File: src/rtl/vector_byte_loader.sv
// Packs a UART byte stream little-endian into IWIDTH-bit words and writes one
// word per completed group of bytes to addresses 0..NINPUTS-1 of a register bank.
module vector_byte_loader #(
  parameter int IWIDTH         = 10,
  parameter int NINPUTS        = 8,
  parameter int TIMEOUT_CYCLES = 100000
) (
  input  logic                       clk,
  input  logic                       rst_n,
  input  logic                       start,
  input  logic                       abort,
  input  logic [7:0]                 rx_data,
  input  logic                       rx_valid,
  output logic                       mem_we,
  output logic [$clog2(NINPUTS)-1:0] mem_addr,
  output logic [IWIDTH-1:0]          mem_wdata,
  output logic                       busy,
  output logic                       done,
  output logic                       err
);

  localparam int BPW = (IWIDTH + 7) / 8;
  localparam int BCW = (BPW > 1) ? $clog2(BPW) : 1;
  localparam int WCW = $clog2(NINPUTS);
  localparam int TCW = $clog2(TIMEOUT_CYCLES + 1);
  localparam int ASW = BPW * 8;

  typedef enum logic [1:0] {IDLE, COLLECT, DONE} state_e;

  state_e            state_q, state_d;
  logic [BCW-1:0]    byte_cnt_q, byte_cnt_d;
  logic [WCW-1:0]    word_cnt_q, word_cnt_d;
  logic [TCW-1:0]    tmo_q, tmo_d;
  logic [ASW-1:0]    asm_q, asm_d;
  logic              we_q, we_d;
  logic [WCW-1:0]    addr_q, addr_d;
  logic [IWIDTH-1:0] wdata_q, wdata_d;
  logic              done_q, done_d;
  logic              err_q, err_d;

  logic [ASW-1:0]    word_c;
  logic              last_byte, last_word, tmo_hit;

  assign last_byte = (state_q == COLLECT) && rx_valid && (byte_cnt_q == BCW'(BPW - 1));
  assign last_word = (word_cnt_q == WCW'(NINPUTS - 1));
  assign tmo_hit   = (state_q == COLLECT) && !rx_valid && (byte_cnt_q != '0) &&
                     (tmo_q == TCW'(TIMEOUT_CYCLES - 1));

  always_ff @(posedge clk or negedge rst_n) begin
    if (!rst_n) begin
      state_q    <= IDLE;
      byte_cnt_q <= '0;
      word_cnt_q <= '0;
      tmo_q      <= '0;
      asm_q      <= '0;
      we_q       <= 1'b0;
      addr_q     <= '0;
      wdata_q    <= '0;
      done_q     <= 1'b0;
      err_q      <= 1'b0;
    end else begin
      state_q    <= state_d;
      byte_cnt_q <= byte_cnt_d;
      word_cnt_q <= word_cnt_d;
      tmo_q      <= tmo_d;
      asm_q      <= asm_d;
      we_q       <= we_d;
      addr_q     <= addr_d;
      wdata_q    <= wdata_d;
      done_q     <= done_d;
      err_q      <= err_d;
    end
  end

  // DONE spans two cycles: the final write cycle, then the done pulse cycle.
  always_comb begin
    state_d = state_q;
    if (abort) begin
      state_d = IDLE;
    end else begin
      case (state_q)
        IDLE:    if (start) state_d = COLLECT;
        COLLECT: if (last_byte && last_word) state_d = DONE;
        DONE:    if (done_q) state_d = IDLE;
        default: state_d = IDLE;
      endcase
    end
  end

  always_comb begin
    word_c = asm_q;
    for (int b = 0; b < BPW; b++)
      if (byte_cnt_q == BCW'(b)) word_c[b*8 +: 8] = rx_data;

    byte_cnt_d = byte_cnt_q;
    word_cnt_d = word_cnt_q;
    tmo_d      = tmo_q;
    asm_d      = asm_q;
    addr_d     = addr_q;
    wdata_d    = wdata_q;
    we_d       = 1'b0;
    done_d     = 1'b0;
    err_d      = 1'b0;

    if (abort) begin
      byte_cnt_d = '0;
      word_cnt_d = '0;
      tmo_d      = '0;
      asm_d      = '0;
    end else begin
      case (state_q)
        IDLE: begin
          if (start) begin
            byte_cnt_d = '0;
            word_cnt_d = '0;
            tmo_d      = '0;
            asm_d      = '0;
          end
        end
        COLLECT: begin
          if (rx_valid) begin
            tmo_d = '0;
            if (last_byte) begin
              wdata_d    = word_c[IWIDTH-1:0];
              addr_d     = word_cnt_q;
              we_d       = 1'b1;
              byte_cnt_d = '0;
              asm_d      = '0;
              word_cnt_d = last_word ? '0 : word_cnt_q + 1'b1;
            end else begin
              asm_d      = word_c;
              byte_cnt_d = byte_cnt_q + 1'b1;
            end
          end else if (byte_cnt_q != '0) begin
            if (tmo_hit) begin
              byte_cnt_d = '0;
              asm_d      = '0;
              tmo_d      = '0;
              err_d      = 1'b1;
            end else begin
              tmo_d = tmo_q + 1'b1;
            end
          end else begin
            tmo_d = '0;
          end
        end
        DONE:    done_d = !done_q;
        default: ;
      endcase
    end
  end

  always_comb begin
    busy      = (state_q != IDLE);
    done      = done_q;
    err       = err_q;
    mem_we    = we_q;
    mem_addr  = addr_q;
    mem_wdata = wdata_q;
  end

endmodule

File: config.mk
export PLATFORM = sky130hd
export DESIGN_NAME = vector_byte_loader
export DESIGN_NICKNAME = d
export VERILOG_FILES = /design/src/rtl/vector_byte_loader.sv
export SDC_FILE = /design/constraint.sdc
export NUM_CORES = 1
export LEC_CHECK = 0
export BUFFER_PORTS_ARGS = -buffer_cell sky130_fd_sc_hd__buf_2
export CAP_MARGIN = 20
export CORE_MARGIN = 2
export CORE_UTILIZATION = 51
export DETAILED_ROUTE_END_ITERATION = 10
export PLACE_DENSITY = 0.72
export SLEW_MARGIN = 20
export SYNTH_ARGS = -nofsm -noshare
export SYNTH_HDL_FRONTEND = slang
export SYNTH_SLANG_ARGS = --single-unit
File: constraint.sdc
create_clock -name clk -period 2.4 [get_ports clk]
set_input_delay 0.48 -clock clk [delete_from_list [all_inputs] [get_ports clk]]
set_output_delay 0.48 -clock clk [all_outputs]
set_load 0.01 [all_outputs]
==> flow_summary.ini <==
[run_status]
run_status = complete, no violations

[sta]
timing.hold.ws_ns = 0.152
final.setup.worst_slack_ns = 0.441
max_clock_freq_mhz = 511
finalCritPeriodShare = 0.816
setup_clock_skew_after_layout_ns = 0.00272
finalMaxSlewViolations = 0
fin_setup_tns_ns = 0
finalWorstPathRequiredPeriod_ns = 1.96
worst_slew_margin_rel = 0.669
finalHoldViolations = 0
setup-violations-final = 0
timing_worst_slew_pin_value_ns = 0.496
rsz0062_at_grt = no

[cells_and_area]
syn2layout_area_growth_pct = 13.7
finalNetCount = 240
layout.cells.non_filler = 275
diodes = 0
filler_cell_count = 347
final_layout_size_suffix_gt1_frac = 0.231

[clocking]
clock_tree_from_tritoncts = yes
clock_tree.htree_level_count = 2
cts-root-to-sink-buffers = 2
cts.sink_count = 47
ctsRootBufferMaster = sky130_fd_sc_hd__clkbuf_8
postCtsSetupBuffers = 0
ctsResizeCount = 0
insertion_delay_ns = 0.30
hold_buf_cts = 0
clkSlewWorstSetupHoldPaths_ns = 0.08
cts-buffers-inserted = 5

[min_path]
timing.hold.worst.class = in -> async

[die]
floorplan.initialDensity = 0.541
die_w_um = 69.6
floorplan.core_area_um2 = 4060
floorplan.die_area_um2 = 4840
boundaryPins = 30
row_count = 23
floorplan.die.height_um = 69.6

[place]
detailedPlace.worstSlack_ns = 0.406
placed_instances = 267
dp.final_hpwl_um = 3200
gp_congestion = 0.892
port_buffer_count = 29

[critical_path]
critical_path_source_type = register
cp_data_arrival_time_ns = 2.15
data_required_time_at_the_worst_endpoint_ns = 2.59
setup.worst_path.end_class = register
criticalPathCategory = reg -> reg
worst-path-max-fanout = 15

[synthesis]
synth.cell_area_um2 = 2190
synth-async-reset-ratio = 1.00
synth.largest_area_cell = sky130_fd_sc_hd__dfrtp_1
synth_top_area_share = 0.536
fraction_of_the_yosys_area_taken_by_sequential_cells = 0.536
synthesis.area_per_instance_um2 = 11.4
post-synth-top-count-cell = sky130_fd_sc_hd__dfrtp_1
yosysWarningCount = 0
synth_enable_flop_cells = 0
synth_cell_type_count = 41
dominantRegCellSynth = sky130_fd_sc_hd__dfrtp_1
synth.net_count = 208
flops_latches_synth = 47
synth_top_cells_by_count = sky130_fd_sc_hd__dfrtp_1 (47), sky130_fd_sc_hd__a22o_1 (13), sky130_fd_sc_hd__mux2_1 (13)
synth.top_cells.by_area = sky130_fd_sc_hd__dfrtp_1 (54%), sky130_fd_sc_hd__mux2_1 (6.7%), sky130_fd_sc_hd__a22o_1 (5.2%)
netlist_instances = 192

[route]
first_iter_violations = 85
wirelength_um = 4360
post-route-drc-count = 0
antenna_left = 0
met3_routed_length_um = 187
routedLengthMet1_um = 1930
routed_wirelength_normalized_by_instance_count_um = 15.9
top_layer_used = met4
vias_per_cell = 5.85
drt_pass1_iterations = 4
via_count = 1610
routed-wl-met2_um = 2190

[flow_run]
maxcap_violations = 0

[pwr]
static-leakage-power_nw = 1.21
pwr_density_cell_nw_per_um2 = 594
vdd_ir_drop_max_uv = 563

[grt]
overflow = 0
antenna_found_initial = 0
maximum_number_of_pins_on_one_net_before_global_route_repair = 26
via_count_of_the_first_global_routing_pass = 1599
grt_first_pass_wirelength_um = 7510
grt_usage = 0.196
-- sequential cells by signal (all words and copies together), names as in the netlist --
name and count:
tmo_q 17, asm_q 8, mem_we 1, err 1, mem_addr 3, state_q 2, word_cnt_q 3, done 1
mem_wdata 10, byte_cnt_q 1
-- kinds of logic after synthesis --
| logic type | Yosys count | synth area share |
|---|---|---|
| AOI/OAI and AO/OA | 47 | 0.155 |
| and+or+nand+nor | 67 | 0.186 |
| buffers and inverters | 14 | 0.0348 |
| muxes | 13 | 0.0667 |
| adders and majority gates | 3 | 0.0171 |
| xor gates and xnor gates | 1 | 0.00399 |
| DFF | 47 | 0.536 |
-- worst max-delay path: stages, from the launching register on --
cell and delay (ns):
sky130_fd_sc_hd__dfrtp_1 0.40, sky130_fd_sc_hd__ha_1 0.24, sky130_fd_sc_hd__nand3_2 0.12, sky130_fd_sc_hd__or3_4 0.41, sky130_fd_sc_hd__o21ai_4 0.35, sky130_fd_sc_hd__o21ai_1 0.13
sky130_fd_sc_hd__a22o_1 0.19
-- final cells by class --
class	count	area, um2	share of cell area
Clock buffer	5	68.8	0.0276
Clock inverter	3	43.8	0.0176
Inverter	5	18.8	0.00752
Multi-Input combinational cell	131	942	0.378
Sequential cell	47	1180	0.471
Tap cell	50	62.6	0.0251
Timing Repair Buffer	34	183	0.0732
-- final timing paths --
path | startpoint | end | cells past startpoint | slack, ns
max | tmo_q[0] | tmo_q[5] | 6 | 0.44
min | rst_n | tmo_q[8] | 2 | 0.15
max reg2reg | tmo_q[0] | tmo_q[5] | 6 | 0.44
min reg2reg | done | done | 1 | 0.45
max in group asynchronous | rst_n | mem_addr[0] | 2 | 2.01
min in group clk | abort | err | 2 | 0.38
-- stage by stage --
stage,total power [W],instance area [um2],util
after global placement,0.000923,2380,0.587
after detailed placement,0.000928,2380,0.587
after floorplan,0.000876,2190,-
after global routing,0.00155,2490,0.615
after CTS,0.00150,2490,0.615
final,0.00148,2490,0.615
-- layout by cell type (no fill, tap or decap), drive strengths merged, types with 6 or more instances in the layout --
master and count:
mux2 13, nand2 11, nor2 10, a21oi 7, dfrtp 47, a22o 13
nor4b 6, nand4 6, buf 34, nand3 12, or3 6, o21ai 14
-- per-layer routing --
metal | track usage | up-vias
met5 | 0 | -
met4 | 0.0741 | 0
met3 | 0.0523 | 7
met2 | 0.326 | 29
met1 | 0.244 | 795
li1 | - | 779
-- power by group --
group	internal (W)	total (W)	switching, W
combinational	0.0000383	0.0000924	0.0000541
sequential	0.000807	0.000818	0.0000107
clock	0.000310	0.000573	0.000263
total	0.00116	0.00148	0.000327
Power figures use the tool's default switching activity.
